**src/rtl/xadac_elastic.sv**
```systemverilog
// xadac_elastic: circular-FIFO elastic buffer on a valid/ready stream.
// Ready toward the producer depends only on registered occupancy, so the
// consumer's ready never reaches the producer combinationally. An optional
// fall-through path lets a beat cross an empty buffer in zero cycles.
module xadac_elastic #(
  parameter type         DataT       = logic,
  parameter int unsigned Depth       = 4,
  parameter bit          FallThrough = 1'b0,
  parameter int unsigned AlmostFull  = Depth - 1
) (
  input  logic                       clk,
  input  logic                       rstn,
  input  logic                       flush,
  input  DataT                       slv_data,
  input  logic                       slv_valid,
  output logic                       slv_ready,
  output DataT                       mst_data,
  output logic                       mst_valid,
  input  logic                       mst_ready,
  output logic [$clog2(Depth+1)-1:0] count,
  output logic                       almost_full
);

  localparam int unsigned PtrW = (Depth > 1) ? $clog2(Depth) : 1;
  localparam int unsigned CntW = $clog2(Depth + 1);

  localparam logic [PtrW-1:0] LastPtr  = PtrW'(Depth - 1);
  localparam logic [CntW-1:0] DepthCnt = CntW'(Depth);
  localparam logic [CntW-1:0] AfCnt    = CntW'(AlmostFull);

  DataT            r_mem [Depth];
  logic [PtrW-1:0] r_rptr;
  logic [PtrW-1:0] r_wptr;
  logic [CntW-1:0] r_count;

  logic w_empty;
  logic w_full;
  logic w_push;
  logic w_pop;
  logic w_bypass;
  logic w_do_write;
  logic w_do_read;

  // Pointers wrap with an explicit compare so non-power-of-two depths work.
  function automatic logic [PtrW-1:0] ptr_inc(input logic [PtrW-1:0] p);
    return (p == LastPtr) ? '0 : p + 1'b1;
  endfunction

  assign w_empty = (r_count == '0);
  assign w_full  = (r_count == DepthCnt);

  // Handshake outputs: ready from registered state, gated only by flush/reset.
  assign slv_ready = rstn && !flush && !w_full;
  assign mst_valid = !flush && (!w_empty || (FallThrough && slv_valid));
  assign mst_data  = (FallThrough && w_empty) ? slv_data : r_mem[r_rptr];

  assign w_push = slv_valid && slv_ready;
  assign w_pop  = mst_valid && mst_ready;

  // A beat that enters and leaves an empty buffer in one cycle never touches
  // storage, pointers or the count.
  assign w_bypass   = FallThrough && w_empty && w_push && w_pop;
  assign w_do_write = w_push && !w_bypass;
  assign w_do_read  = w_pop && !w_bypass;

  assign count       = r_count;
  assign almost_full = (r_count >= AfCnt);

  // Storage write port; flush and reset only move the pointers.
  // NOTE: the data array has no reset branch on purpose -- resetting it would
  // turn a plain RAM into a bank of resettable flops for no functional gain,
  // since an entry is never read before it has been written.
  always_ff @(posedge clk) begin
    if (w_do_write) begin
      r_mem[r_wptr] <= slv_data;
    end
  end

  // Read/write pointer update with synchronous reset and flush.
  // NOTE: sequential state uses non-blocking assignment so every flop samples
  // the pre-edge values regardless of block ordering.
  always_ff @(posedge clk) begin
    if (!rstn || flush) begin
      r_rptr <= '0;
      r_wptr <= '0;
    end else begin
      if (w_do_write) r_wptr <= ptr_inc(r_wptr);
      if (w_do_read)  r_rptr <= ptr_inc(r_rptr);
    end
  end

  // Occupancy: +1 on a stored push, -1 on a stored pop, unchanged on both.
  always_ff @(posedge clk) begin
    if (!rstn || flush) begin
      r_count <= '0;
    end else if (w_do_write && !w_do_read) begin
      r_count <= r_count + 1'b1;
    end else if (!w_do_write && w_do_read) begin
      r_count <= r_count - 1'b1;
    end
  end

endmodule

```
**config.mk**
```make
export PLATFORM = sky130hd
export DESIGN_NAME = xadac_elastic
export DESIGN_NICKNAME = d
export VERILOG_FILES = /design/src/rtl/xadac_elastic.sv
export SDC_FILE = /design/constraint.sdc
export NUM_CORES = 1
export LEC_CHECK = 0
export CAP_MARGIN = 20
export CORE_MARGIN = 2
export CORE_UTILIZATION = 25
export DETAILED_ROUTE_END_ITERATION = 8
export PLACE_DENSITY_LB_ADDON = 0.3
export SLEW_MARGIN = 20
export SYNTH_ARGS = -nofsm -noshare
export SYNTH_HDL_FRONTEND = slang
export SYNTH_SLANG_ARGS = --single-unit
```
**constraint.sdc**
```tcl
create_clock -name clk -period 3.3 [get_ports clk]
set_clock_uncertainty 0.2 [all_clocks]
set_input_delay 0.825 -clock clk [delete_from_list [all_inputs] [get_ports clk]]
set_output_delay 0.825 -clock clk [all_outputs]
set_load 0.05 [all_outputs]
```
After elaboration in Yosys (flattened, before gate mapping)
Memory sizes are Yosys's and may differ from the RTL's. A register that Yosys moved wholly into a read port is not among the register bits.
Cells that the tools add are included.
- bits in writable memories: 4
- output and inout port bits: 7
- bits in registers: 7
- word-level logic and storage cells: 36
- memories kept: 1
- memory list (memory ; words ; width ; read ports ; clocked after memory_dff ; wr ports ; RTL line ; text):
    r_mem ; 4 ; 1 ; 1 ; 1 ; 1 ; 31 ; DataT r_mem [Depth];
- magnitude comparators: 1
- reductions and logical operators: 16
- multiplexer cells: 8
- add/subtract/negate cells: 4
- equal/unequal tests: 3
- operator list (cell ; count):
    $mux W2 ; 4
    $logic_and A1 B1 Y1 ; 7
    $logic_not A1 Y1 ; 6
    $mux W3 ; 2
    $add A2 B1 Y2 const B ; 2
    $eq A2 B2 Y1 const B ; 2
    $add A3 B1 Y3 const B ; 1
    $eq A3 B3 Y1 const B ; 1
    $ge A3 B2 Y1 const B ; 1
    $logic_not A3 Y1 ; 1
    $sub A3 B1 Y3 const B ; 1
    $mux W1 ; 2
    $reduce_bool A2 Y1 ; 1
    $logic_or A1 B1 Y1 ; 1

Depth between registers and ports, before layout
- depth in word-level cells: 8
- gate-level depth with buffers: 9
- mapped depth without buffers: 8

Worst setup path after synthesis
Ideal clock, no wire load.
- kind: in2reg
- start: input flush
- end: register r_count[2], in the netlist count[2]
- cell stages on the path: 9
- slack: 425 ps
- data required time: 3030 ps
- data arrival time: 2605 ps
- path buffers: 1
- library setup time: 70 ps
- path through: and2b_4 > and3_1 > buf_6 > ha_1 > inv_1 > fa_1 > xor2_1 > or3_2 > a21oi_1
- word-level cells in the longest chain between the ends: 7
- RTL lines (element ; RTL line ; text):
    from (decl) ; 13 ; input logic flush,
    $logic_not A1 Y1 * ; 53 ; assign slv_ready = rstn && !flush && !w_full;
    $logic_and A1 B1 Y1 * (2 in a row) ; 53 ;
    $logic_and A1 B1 Y1 * ; 57 ; assign w_push = slv_valid && slv_ready;
    via w_do_write ; 41 ; logic w_do_write;
    $logic_not A1 Y1 ; 98 ; end else if (!w_do_write && w_do_read) begin
    $logic_and A1 B1 Y1 ; 98 ;
    $reduce_bool A2 Y1 (no source line) ; -- ;
    to (signal assigned) ; 97 ; r_count <= r_count + 1'b1;
    to (signal assigned) ; 99 ; r_count <= r_count - 1'b1;
    to (decl) ; 34 ; logic [CntW-1:0] r_count;
Mark *: on every way through the listed nets, which the timed path passes. The rest lies on a longest branch.
A chain may end at the register's enable or synchronous reset.

Worst setup path after layout
- start: input flush
- end: output slv_ready
- word-level cells in the longest chain between the ends: 3
- RTL lines (element ; RTL line ; text):
    $logic_not A1 Y1 ; 53 ;
    $logic_and A1 B1 Y1 (2 in a row) ; 53 ;
    to (decl) ; 16 ; output logic slv_ready,
No other way between the ends.

==> results_dict.tcl <==
set metrics [dict create \
    gp_congestion 0.718 \
    antenna_found_initial 0 \
    synth_top_cell_by_area "dfxtp_1" \
    layout_min_cycle_time_ns 3.04 \
    core_area_um2 2500 \
    yosysUniqueCellTypes 24 \
    max_freq_ghz 0.329 \
    die_width_um 55.7 \
    drive_gt1_share_pct 23.7 \
    track_usage_pct 8.54 \
    switchingPower_uw 79.1 \
    drtAntennaViolNets 0 \
    boundaryPins 13 \
    diodes 0 \
    cts_resized 0 \
    worstMarginPinSlew_ns 0.507 \
    placed_cell_area_um2 855 \
    grt_setup_unrepaired "false" \
    p_comb_share_pct 17.1 \
    synth_common_cells "dfxtp_1, ha_1, and2_2, nor2_1" \
    pwr-share-clk_pct 29.6 \
    insertion_delay_ns 0.27 \
    fin_crit_sh_pct 92.2 \
    ctsRootBufferMaster "clkbuf_4" \
    internal-power_uw 242 \
    arrival_ns 2.02 \
    hold_ws_ns 0.301 \
    vias 461 \
    fin_ws_ns 0.257 \
    syn-cell-area_um2 669 \
    post_cts_buffers 0 \
    wire_per_inst_um 10.5 \
    cp.required_ns 2.27 \
    swShare_pct 24.7 \
    hold_viol 0 \
    nNetsFinal 90 \
    synthArstFlopShare_pct 0 \
    grt_max_degree 8 \
    p_seq_share_pct 53.3 \
    cts.sink_count 13 \
    port_buffers 12 \
    ys_warn_count 0 \
    die_area_um2 3110 \
    synth_nets 72 \
    drt-total-wl_mm 1.11 \
    synthTopCellsByArea "dfxtp_1, edfxtp_1, ha_1" \
    setup_viol 0 \
    maxSlewViolCount 0 \
    synth-edff-count 4 \
    stdcell_area_um2 881 \
    area_delta_synth_final_pct 31.6 \
    holdBufCountCts 0 \
    cts_tree "yes" \
    htreeDepth 1 \
    syn_avg_cell_area_um2 11.3 \
    grt_pass1_wl_mm 2.10 \
    dp_hpwl_um 931 \
    rows 18 \
    dieHeight_um 55.7 \
    synth_top_area_share_pct 26.9 \
    hold_class "flop to flop" \
    clkTransAtPathRegs_ns 0.07 \
    cts_buffers 3 \
    syn_inst 59 \
    worstPathMaxFanout 5 \
    seq_area_frac_synth_pct 44.9 \
    drv_cap 0 \
    totalNegativeSetupSlack_ns 0 \
    drt_iter0_drc 2 \
    yosysMostFrequentCell "dfxtp_1" \
    crit_type "input pin to primary output" \
    p_per_area_nw_per_um2 364 \
    drc 0 \
    grt_remaining_overflow 0 \
    irDropWorstVdd_uv 174 \
    run_status "finished, final reports clean" \
    cp-end-kind "primary output" \
    synth_top_flop_cell "dfxtp_1" \
    drt-pass1-iter-count 2 \
    ys_seq_elements 13 \
    cts_buffer_depth 2 \
    grt_pass1_vias 502 \
    via_per_inst 4.35 \
    initial_utilization_pct 26.8 \
    p_leak_uw 0.000368 \
    pre_cts_ws_ns 0.00379 \
    relSlewSlack_pct 66.1 \
    crit_path_start_kind "input pin" \
    power_uw 321 \
]
critical path: stages:
cell and delay (ns):
clkdlybuf4s50_1 0.50, and2b_4 0.20, buf_4 0.14, and2_2 0.20
buf_12 0.15
through the flow:
step / cells / util, %
finish: 106 / 35.2
global route: 106 / 35.2
CTS: 106 / 35.2
detailed placement: 102 / 34.2
global placement: 102 / 34.2
floorplan: 59 / -
cell type report:
cell class | instances | area [µm²]
Fill cell | 251 | 1620
Multi-Input combinational cell | 40 | 339
Timing Repair Buffer | 15 | 163
Inverter | 4 | 15.0
Tap cell | 30 | 37.5
Sequential cell | 13 | 300
Clock buffer | 4 | 26.3
layout by cell type (no fill, tap or decap), drive strengths merged:
master	Yosys	final
mux4	1	1
a21o	1	1
nand2	4	4
fa	1	1
nor3	1	1
edfxtp	4	4
and3	1	1
mux2	1	1
inv	4	4
nor2	5	5
and2	5	5
or3	2	2
clkdlybuf4s50	0	10
ha	6	6
and2b	1	1
dfxtp	9	9
nand2b	1	1
or3b	2	2
o21ai	1	1
mux2i	4	4
a21oi	1	1
clkbuf	1	4
xor2	2	2
buf	1	5
cells by family (layout without fill, tap and decap cells):
logic type	after synthesis	in the layout	synth area share (%)
flip-flops	13	13	44.9
XOR/XNOR	2	2	2.62
AND/OR/NAND/NOR	22	22	19.4
adder cells (fa/ha/maj)	7	7	14.2
AO/OA/AOI/OAI	3	3	2.80
multiplexers	6	6	11.6
buffers and inverters	6	23	4.48
metal layers:
metal / wire length [µm] / GRT usage, %
met1: 524 / 9.86
met2: 503 / 14.3
met3: 67 / 3.26
met4: 14 / 3.14
met5: 0 / 0
worst paths after layout:
| check | from | depth (start not counted) | slack (ns) | to |
|---|---|---|---|---|
| worst max-delay path | flush | 5 | 0.26 | slv_ready |
| worst min-delay path | r_wptr[1] | 2 | 0.30 | r_wptr[1] |
| worst max register to register | count[1] | 8 | 0.86 | count[2] |
| worst min register to register | r_wptr[1] | 2 | 0.30 | r_wptr[1] |
power groups by stage:
stage | Combinational (µW) | Sequential, µW | Clock, µW
floorplan | 29.2 | 179 | 0
global placement | 54.8 | 175 | 0
detailed placement | 55.5 | 175 | 0
CTS | 55.8 | 171 | 102
global route | 60.1 | 172 | 111
finish | 54.8 | 171 | 94.8
Note: power is estimated with default switching activity, not from simulation.
==> RTL change, RTL diff (same settings) <==
Set the parameter `FallThrough` to 1'b1 (it was 1'b0).
--- a/src/rtl/xadac_elastic.sv
+++ b/src/rtl/xadac_elastic.sv
@@ -6,5 +6,5 @@
   parameter type         DataT       = logic,
   parameter int unsigned Depth       = 4,
-  parameter bit          FallThrough = 1'b0,
+  parameter bit          FallThrough = 1'b1,
   parameter int unsigned AlmostFull  = Depth - 1
 ) (
Check against the original RTL: not equivalent (Yosys sat finds a counterexample within 4 cycles, from zero or initial values).
==> RTL change against the original RTL <==
  * Combinational power grew 33%
  * Critical path depth unchanged
  * Largest power group unchanged
  * Design area grew 4.5%
  * Largest cell class unchanged
  * Synthesized cell count rose by 3.4%
  * Synthesized area grew 2.8%
  * Worst setup slack better by 34 ps
  * Via count increased by 0.43%
  * Total power increased by 5.9%
  * Sequential cell count is the same
  * Highest routed layer is now met3
  * Count of clock-buffer cells in the layout did not move
  * Routed wire length up 3.2%
==> RTL change: results (changes against the original RTL) <==
Timing
  – Worst-case headroom to the max-slew limit: 66.5% (+0.39 points)

Pwr
  – Peak supply drop: 0.213 mV (+23%)
  – Leakage: 0.365 nW (-0.73%)

Logic synthesis
  – Synth warn: 0 (unchanged)
  – Synth cell count leaders: dfxtp_1, nor2_1, ha_1
  – Post-synthesis sequential area ratio: 43.6% (-1.2 points)
  – Post-synth EDFFs: 4 (unchanged)
  – Post-Syn Instances: 61 (+3.4%)
  – Main synth FF type: dfxtp_1
  – Async S/R FF share, synth: 0% (unchanged)
  – Synth top area cells: dfxtp_1, edfxtp_1, ha_1
  – Synth cell types: 23 (-4.2%)
  – Mapped Nets: 74 (+2.8%)

Clock tree
  – Root Buffer: clkbuf_4
  – CTS buffer count: 3 (unchanged)
  – Post-CTS Setup Bufs: 0 (unchanged)
  – CTS max path bufs: 2 (unchanged)
  – H-tree Lvls: 1 (unchanged)
  – Reg clk slew, reported paths: 80 ps
  – Worst-Skew Late Latency: 270 ps (about the same)
  – PostCTS Resize Cnt: 0 (unchanged)

Detailed routing
  – Starting DRT DRC Count: 4 (+2)
  – DRC Markers: 0 (unchanged)
  – Wire per inst: 10.4 microns (-0.60%)
  – Vias post-DR: 463 (+0.43%)
  – Vias per cell: 4.21 (-3.2%)
  – TritonRoute pass-1 iters: 4 (+2)

Setup path
  – Worst path arrival time: 1980 ps (-40 ps)
  – CP peak stage delay: 410 ps (-90 ps)
  – CP top delay family: buffers and inverters
  – Crit path max fanout: 8 (+3)
  – CP max stage cell: clkdlybuf4s50_1

Place
  – IO Port Bufs: 12 (unchanged)
  – DP Worst Slack: 147 ps (+144 ps)
  – DP HPWL: 919 microns (-1.3%)
  – Placed cell area: 895 sq um (+4.7%)
  – GP Congestion: 0.657 (-8.6%)
  – Inst Count DP: 106 (+3.9%)

Global route
  – Global-route wire length before repair: 2.22 mm (+5.6%)
  – Via count of the first global-routing pass: 499 (-0.60%)
  – Initial antenna violation count: 0 (unchanged)
  – Total global-route track usage: 8.98% (+0.44 points)
  – Largest net degree at the start of global routing: 9 (+1)

Min path
  – HP Class: reg -> reg

Finish
  – Antenna diodes: 0 (unchanged)
  – Layout cells sized above 1: 20.3% (-3.4 points)
  – Nets: 93 (+3.3%)

Status
  – Status: complete, no violations
==> RTL change: cell types whose count changed after synthesis, sizes merged <==
cell	delta
nand3b	+1
o31ai	+1
and3	-1
o21ai	+1
and2b	-1
or3b	-2
nor2	+4
a21oi	+3
nor3b	+1
and2	-1
nand2	-3
clkbuf	-1
==> RTL change: kinds of logic after synthesis <==
group,after synthesis,synth area share [%]
XOR/XNOR,2,2.55
AND/OR/NAND/NOR,20,17.8
buffers and inverters,5,2.91
adder cells (fa/ha/maj),7,13.8
AO/OA/AOI/OAI,8,8.55
flip-flops,13,43.6
multiplexers,6,10.7
==> RTL change: final timing paths <==
kind,slack (ps),end,startpoint,depth (start not counted)
worst max-delay path,290,slv_ready,flush,5
worst min-delay path,310,r_wptr[0],r_wptr[0],2
worst max register to register,720,count[2],count[0],9
worst min register to register,310,r_wptr[0],r_wptr[0],2
==> RTL change: metal layers <==
layer  global-route usage, %  share of wire, %
met5                       0                 0
met4                    4.08                 0
met3                    3.00               4.2
met2                    15.0                51
met1                    10.3                44
==> RTL change: worst reg2reg max path, cell delays in order, from the launching register on <==
cell	delay, ps
dfxtp_1	430
nor3_2	400
o21ai_0	160
nand3b_1	120
ha_1	190
inv_1	60
fa_1	370
xor2_1	160
or3_1	300
a21oi_1	130
==> RTL change: report_power, final <==
| group | leakage, nW | switching, W | internal, W |
|---|---|---|---|
| combinational | 0.241 | 0.0000384 | 0.0000346 |
| sequential | 0.109 | 0.00000488 | 0.000167 |
| clock | 0.0150 | 0.0000481 | 0.0000468 |
==> RTL change: final cells by class <==
class / instances / area (sq um)
repair buffers: 15 / 173
inverters: 4 / 15.0
clock buffers: 4 / 26.3
multi-input cells: 43 / 368
well taps: 31 / 38.8
fillers: 274 / 1770
flip-flops and latches: 13 / 300
